### src/rtl/mem_arbiter.sv
// mem_arbiter: owns the single byte-wide RAM port and serves two requesters,
// instruction fetch (always 4-byte reads) and the load/store buffer (1/2/4-byte
// loads and stores). Multi-byte accesses are sequenced one byte per cycle and
// assembled little-endian. Pipeline clear aborts reads but never stores.
//
// Build option: define MEM_ARB_RR_EN for round-robin arbitration between the
// two requesters; otherwise load/store has fixed priority over fetch.
module mem_arbiter #(
    parameter int ADDR_W = 32
) (
    input  logic              clk,
    input  logic              rst,
    input  logic              rdy,
    input  logic              clear,
    input  logic              if_req,
    input  logic [ADDR_W-1:0] if_addr,
    output logic              if_done,
    output logic [31:0]       if_data,
    input  logic              ls_req,
    input  logic              ls_we,
    input  logic [1:0]        ls_size,
    input  logic [ADDR_W-1:0] ls_addr,
    input  logic [31:0]       ls_wdata,
    output logic              ls_done,
    output logic [31:0]       ls_rdata,
    input  logic [7:0]        mem_din,
    output logic [7:0]        mem_dout,
    output logic [ADDR_W-1:0] mem_a,
    output logic              mem_wr
);

    typedef enum logic [1:0] {
        IDLE  = 2'd0,
        IF_RD = 2'd1,
        LS_RD = 2'd2,
        LS_WR = 2'd3
    } state_t;

    state_t            r_state, w_state_nxt;

    // Sequencing registers
    logic [2:0]        r_cnt, w_cnt_nxt;      // bytes issued so far (0..4)
    logic [2:0]        r_len, w_len_nxt;      // access length in bytes (1, 2, 4)
    logic [ADDR_W-1:0] r_base, w_base_nxt;
    logic [31:0]       r_acc, w_acc_nxt;
    logic [31:0]       r_wdata, w_wdata_nxt;

    // Registered outputs
    logic [ADDR_W-1:0] r_mem_a, w_mem_a_nxt;
    logic [7:0]        r_mem_dout, w_mem_dout_nxt;
    logic              r_mem_wr, w_mem_wr_nxt;
    logic              r_if_done, w_if_done_nxt;
    logic              r_ls_done, w_ls_done_nxt;
    logic [31:0]       r_if_data, w_if_data_nxt;
    logic [31:0]       r_ls_rdata, w_ls_rdata_nxt;

    // Helpers
    logic [2:0]        w_ls_len;
    logic              w_can_grant;
    logic              w_grant_if;
    logic              w_grant_ls;
    logic [2:0]        w_cnt_p1;
    logic              w_issue;
    logic [ADDR_W-1:0] w_addr_nxt;
    logic [1:0]        w_cap_idx;
    logic [31:0]       w_acc_merge;
    logic [7:0]        w_wbyte;

    // Requested load/store length; size 3 is folded onto 4 bytes
    always_comb begin
        case (ls_size)
            2'd0:    w_ls_len = 3'd1;
            2'd1:    w_ls_len = 3'd2;
            default: w_ls_len = 3'd4;
        endcase
    end

    // No new grant while flushing or while a completion pulse is still visible
    assign w_can_grant = (r_state == IDLE) && !clear && !r_if_done && !r_ls_done;

`ifdef MEM_ARB_RR_EN
    logic r_last_ls;

    // On conflict, the requester that was not served last wins
    assign w_grant_if = w_can_grant && if_req && (!ls_req || r_last_ls);
    assign w_grant_ls = w_can_grant && ls_req && (!if_req || !r_last_ls);

    // Remember who completed last; reset value makes fetch win the first tie
    always_ff @(posedge clk) begin
        if (rst)
            r_last_ls <= 1'b1;
        else if (rdy) begin
            if (w_ls_done_nxt)
                r_last_ls <= 1'b1;
            else if (w_if_done_nxt)
                r_last_ls <= 1'b0;
        end
    end
`else
    // Load/store always wins; fetch only goes when load/store is quiet
    assign w_grant_ls = w_can_grant && ls_req;
    assign w_grant_if = w_can_grant && if_req && !ls_req;
`endif

    assign w_cnt_p1   = r_cnt + 3'd1;
    assign w_issue    = (w_cnt_p1 < r_len);
    assign w_addr_nxt = r_base + ADDR_W'(w_cnt_p1);
    // Byte returning this cycle was issued one cycle earlier (index cnt-1)
    assign w_cap_idx  = r_cnt[1:0] - 2'd1;

    // Accumulator with the returning RAM byte dropped into its lane
    always_comb begin
        w_acc_merge = r_acc;
        for (int b = 0; b < 4; b++) begin
            if (w_cap_idx == 2'(b))
                w_acc_merge[8*b +: 8] = mem_din;
        end
    end

    // Store byte for the next issue slot
    always_comb begin
        case (w_cnt_p1[1:0])
            2'd0:    w_wbyte = r_wdata[7:0];
            2'd1:    w_wbyte = r_wdata[15:8];
            2'd2:    w_wbyte = r_wdata[23:16];
            default: w_wbyte = r_wdata[31:24];
        endcase
    end

    // Next-state and next-output logic; outputs default to the idle value
    always_comb begin
        w_state_nxt    = r_state;
        w_cnt_nxt      = r_cnt;
        w_len_nxt      = r_len;
        w_base_nxt     = r_base;
        w_acc_nxt      = r_acc;
        w_wdata_nxt    = r_wdata;
        w_mem_a_nxt    = '0;
        w_mem_dout_nxt = 8'h00;
        w_mem_wr_nxt   = 1'b0;
        w_if_done_nxt  = 1'b0;
        w_ls_done_nxt  = 1'b0;
        w_if_data_nxt  = 32'h0;
        w_ls_rdata_nxt = 32'h0;

        case (r_state)
            IDLE: begin
                if (w_grant_if) begin
                    w_state_nxt = IF_RD;
                    w_base_nxt  = if_addr;
                    w_len_nxt   = 3'd4;
                    w_cnt_nxt   = 3'd0;
                    w_acc_nxt   = 32'h0;
                    w_mem_a_nxt = if_addr;
                end else if (w_grant_ls) begin
                    w_base_nxt  = ls_addr;
                    w_len_nxt   = w_ls_len;
                    w_cnt_nxt   = 3'd0;
                    w_acc_nxt   = 32'h0;
                    w_wdata_nxt = ls_wdata;
                    w_mem_a_nxt = ls_addr;
                    if (ls_we) begin
                        w_state_nxt    = LS_WR;
                        w_mem_wr_nxt   = 1'b1;
                        w_mem_dout_nxt = ls_wdata[7:0];
                    end else begin
                        w_state_nxt = LS_RD;
                    end
                end
            end

            IF_RD, LS_RD: begin
                if (clear) begin
                    // Speculative read is dropped, including a completing one
                    w_state_nxt = IDLE;
                    w_cnt_nxt   = 3'd0;
                end else begin
                    if (r_cnt != 3'd0)
                        w_acc_nxt = w_acc_merge;
                    if (w_issue)
                        w_mem_a_nxt = w_addr_nxt;
                    w_cnt_nxt = w_cnt_p1;
                    if (r_cnt == r_len) begin
                        w_state_nxt = IDLE;
                        w_cnt_nxt   = 3'd0;
                        if (r_state == IF_RD) begin
                            w_if_done_nxt = 1'b1;
                            w_if_data_nxt = w_acc_merge;
                        end else begin
                            w_ls_done_nxt  = 1'b1;
                            w_ls_rdata_nxt = w_acc_merge;
                        end
                    end
                end
            end

            LS_WR: begin
                // Committed store: clear has no effect here
                if (w_issue) begin
                    w_mem_a_nxt    = w_addr_nxt;
                    w_mem_dout_nxt = w_wbyte;
                    w_mem_wr_nxt   = 1'b1;
                    w_cnt_nxt      = w_cnt_p1;
                end else begin
                    w_state_nxt   = IDLE;
                    w_cnt_nxt     = 3'd0;
                    w_ls_done_nxt = 1'b1;
                end
            end

            default: w_state_nxt = IDLE;
        endcase
    end

    // State register; rdy low freezes the FSM
    always_ff @(posedge clk) begin
        if (rst)
            r_state <= IDLE;
        else if (rdy)
            r_state <= w_state_nxt;
    end

    // Datapath and output registers, frozen together with the FSM
    always_ff @(posedge clk) begin
        if (rst) begin
            r_cnt      <= 3'd0;
            r_len      <= 3'd0;
            r_base     <= '0;
            r_acc      <= 32'h0;
            r_wdata    <= 32'h0;
            r_mem_a    <= '0;
            r_mem_dout <= 8'h00;
            r_mem_wr   <= 1'b0;
            r_if_done  <= 1'b0;
            r_ls_done  <= 1'b0;
            r_if_data  <= 32'h0;
            r_ls_rdata <= 32'h0;
        end else if (rdy) begin
            r_cnt      <= w_cnt_nxt;
            r_len      <= w_len_nxt;
            r_base     <= w_base_nxt;
            r_acc      <= w_acc_nxt;
            r_wdata    <= w_wdata_nxt;
            r_mem_a    <= w_mem_a_nxt;
            r_mem_dout <= w_mem_dout_nxt;
            r_mem_wr   <= w_mem_wr_nxt;
            r_if_done  <= w_if_done_nxt;
            r_ls_done  <= w_ls_done_nxt;
            r_if_data  <= w_if_data_nxt;
            r_ls_rdata <= w_ls_rdata_nxt;
        end
    end

    assign mem_a    = r_mem_a;
    assign mem_dout = r_mem_dout;
    // The write strobe must not fire while the RAM is frozen
    assign mem_wr   = r_mem_wr & rdy;
    assign if_done  = r_if_done;
    assign if_data  = r_if_data;
    assign ls_done  = r_ls_done;
    assign ls_rdata = r_ls_rdata;

endmodule

### config.mk
export PLATFORM = sky130hd
export DESIGN_NAME = mem_arbiter
export DESIGN_NICKNAME = d
export VERILOG_FILES = /design/src/rtl/mem_arbiter.sv
export SDC_FILE = /design/constraint.sdc
export NUM_CORES = 1
export LEC_CHECK = 0
export CORE_MARGIN = 2
export CORE_UTILIZATION = 40
export CTS_CLUSTER_SIZE = 40
export DETAILED_ROUTE_END_ITERATION = 8
export PLACE_DENSITY_LB_ADDON = 0.12
export SLEW_MARGIN = 25
export SYNTH_ARGS = -nofsm -noshare
export SYNTH_HDL_FRONTEND = slang
export SYNTH_SLANG_ARGS = --single-unit
### constraint.sdc
create_clock -name clk -period 8.15 [get_ports clk]
set_input_delay 1.63 -clock clk [delete_from_list [all_inputs] [get_ports clk]]
set_output_delay 1.63 -clock clk [all_outputs]
set_load 0.02 [all_outputs]
==> results by group <==
Die
  – Chip width: 160 microns
  – Die H: 160 microns
  – CORE AREA: 24,100 sq um
  – Initial Utilization: 40.5%
  – IO Pins: 220
  – Full die area: 25,700 sq um
  – Rows: 57

Synthesis
  – Synth async-reset ratio: 0%
  – Sequential share of the synthesized area: 43.3%
  – Post-synth EDFFs: 0
  – Top cell type by total area after synthesis: dfxtp_1
  – Area share of the largest cell type after synthesis: 43.3%
  – Syn nets: 1,303
  – Yosys warning count: 0
  – Mapped Area: 9750 sq um
  – Synth Flop Type: dfxtp_1
  – Mean post-synth cell area: 8.33 sq um
  – Cells after synthesis: 1,171
  – Synth top area cells: dfxtp_1 (43%), nand2_1 (8.9%), a21oi_1 (4.5%)
  – Seq cells post-synth: 211
  – Most frequent cell after synthesis: nand2_1
  – Commonest cells in the synthesized netlist: nand2_1 (231), dfxtp_1 (211), a21oi_1 (87), o21ai_0 (74), clkbuf_1 (72)
  – Post-synthesis cell type count: 61

GRT
  – Total GRT Usage: 22.0%
  – Vias in the first global route: 8,478
  – Initial antenna violation count: 2
  – Total grt overflow: 0
  – Global-route wire length before repair: 46.2 mm
  – Largest net degree at the start of global routing: 85

Placed design
  – Port Buf Inserts: 219
  – Placed cell count: 1,631
  – GP Congestion: 0.818
  – Worst slack, placed: 3.63 ns
  – Hpwl dp: 20.1 mm

Timing
  – Hold Fails Final Rpt: 0
  – Fin Setup TNS: 0 ns
  – Final worst-path cycle share: 55.2%
  – Worst Tran Pin Value: 0.926 ns
  – Fmax: 222 MHz
  – RSZ-0062 raised after global routing: no
  – Clock skew: 0.0148 ns
  – Setup-failing EPs final: 0
  – Final Slew Violations: 0
  – Rel. slew slack: 38.3%
  – Min Tclk post-route: 4.50 ns
  – Final worst slack: 3.65 ns

Pwr
  – Switching part of the total: 25.9%
  – Combinational Power Share: 13.5%
  – Register share of total power: 44.9%
  – VDD IR-drop max: 0.0908 mV
  – Pwr/cell area: 190 nW/um^2
  – Net Switching: 0.000630 W
  – Pint: 0.00181 W
  – Static Leak: 4.42 nW
  – Clock network power share: 41.7%

Drt
  – DRC violations left: 0
  – DRT Pass-1 Iters: 5
  – Vias: 9,176
  – WL/cell: 17.5 microns
  – Vias per cell: 5.48
  – Final wirelength: 29.3 mm
  – Final ANT Viol Nets: 0
  – Initial drt markers: 717

Worst setup path
  – CP Class: input port to primary output
  – Crit-path cells: buf_2, and2_1, clkdlybuf4s50_1
  – Largest delay share family, worst path: buffers and inverters
  – Required @ worst endpoint: 6.52 ns
  – Arrival time at the worst endpoint: 2.87 ns
  – CP peak stage delay: 0.60 ns
  – Worst Path Buf+Inv: 2
  – Crit. End Element: primary output
  – Crit-path max FO: 24
  – CP Launch Type: input port
  – Slowest stage cell, crit path: clkdlybuf4s50_1

CTS
  – Setup bufs post-CTS: 0
  – Clock-pin slew on the worst setup and hold paths: 0.06 ns
  – CTS tree: yes
  – Post-CTS resize count: 0
  – Htree depth: 1
  – Root Buffer: clkbuf_16
  – CTS sink count: 211
  – Max Buffers Root-to-Sink: 3
  – Inserted Clock Buffers: 23
  – Hold buffer count at CTS: 0
  – Clk Latency, worst-skew pair: 0.51 ns

Cells and area
  – Layout cells sized above 1: 6.90%
  – Growth of design area from synthesis to finish: 31.2%
  – Final instance count without filler cells: 1,673
  – Nets: 1,465
  – Post-layout util: 53.1%

Run
  – Max Cap Viol: 0

Min path
  – Tightest Hold Check Type: register to register

Status
  – Outcome: finished, final reports clean
-- flip-flops by register name, indices dropped and copies added (netlist names) --
signal    count
r_base       32
r_mem_wr      1
r_state       2
r_acc        32
r_len         3
r_wdata      32
mem_dout      8
ls_done       1
if_data      32
mem_a        32
ls_rdata     32
r_cnt         3
if_done       1
-- power groups by stage --
stage	combinational, W	sequential, W	clock (W)
after floorplan	0.000173	0.00112	0
after global placement	0.000325	0.00111	0
after detailed placement	0.000326	0.00111	0
after CTS	0.000328	0.00109	0.00104
after global routing	0.000358	0.00110	0.00108
final	0.000328	0.00109	0.00101
-- worst reg2reg max path, cell delays in order (launching register included) --
cell and delay, ns:
dfxtp_1 0.48, ha_1 0.66, xor2_1 0.40, ha_1 0.33
and3_1 0.24, o211ai_1 0.66, o31a_1 0.23, o21ai_0 0.14
a311oi_1 0.32
-- placed cells by master (no fill, tap or decap), drive strengths merged, types with 8 or more instances in the layout --
cell type | synthesis | routed
nand2 | 231 | 231
clkdlybuf4s50 | 0 | 217
dfxtp | 211 | 211
o21ai | 104 | 104
a21oi | 87 | 87
nor2 | 55 | 55
o32ai | 41 | 41
inv | 40 | 41
mux2i | 32 | 32
clkbuf | 72 | 32
a211oi | 27 | 27
nand3 | 19 | 19
a31oi | 18 | 18
ha | 18 | 18
a221oi | 17 | 17
a22o | 16 | 16
nor3 | 15 | 15
buf | 24 | 15
a22oi | 11 | 11
and3 | 10 | 10
and4 | 9 | 9
a311oi | 9 | 9
nor4 | 9 | 9
a222oi | 8 | 8
-- path summary, 6_finish.rpt --
path	startpoint	end	slack, ns	depth (start not counted)
max	rdy	mem_wr	3.65	3
min	if_data[18]$_SDFFE_PP0P_	if_data[18]$_SDFFE_PP0P_	0.45	2
max reg2reg	r_cnt[0]$_SDFFE_PP0P_	mem_a[21]$_SDFFE_PP0P_	4.59	8
min reg2reg	if_data[18]$_SDFFE_PP0P_	if_data[18]$_SDFFE_PP0P_	0.45	2
-- routing by layer --
layer | track usage, % | wire (microns) | up-vias | part of all wire (%)
li1 | - | - | 4549 | -
met1 | 30.0 | 13300 | 4276 | 45
met2 | 36.0 | 13500 | 313 | 46
met3 | 4.52 | 2040 | 36 | 7.0
met4 | 4.95 | 483 | 2 | 1.6
met5 | 0 | 13 | - | 0.044
-- area by class of cell --
class                           instances  area (sq um)
Clock inverter                          9           101
Inverter                               42           158
Tap cell                              324           405
Fill cell                            2325         11300
Antenna cell                            1          2.50
Sequential cell                       211          4220
Timing Repair Buffer                  233          2290
Multi-Input combinational cell        822          4990
Clock buffer                           31           626
-- through the flow --
step           cell area [sq um]  total power (W)  hold WS, ns
5_1_grt                    12800          0.00253        0.471
6_report                   12800          0.00244        0.448
2_1_floorplan               9750          0.00130        0.436
4_1_cts                    12800          0.00246        0.454
3_3_place_gp               12100          0.00144        0.435
3_5_place_dp               12100          0.00144        0.441
-- kinds of logic after synthesis --
family          synth area share (%)
simple gates                    17.2
compound gates                  26.7
flops                           43.3
buf+inv                         5.75
mux                             3.28
fa+ha+maj                       2.51
xor+xnor                        1.26
Power figures use the tool's default switching activity.
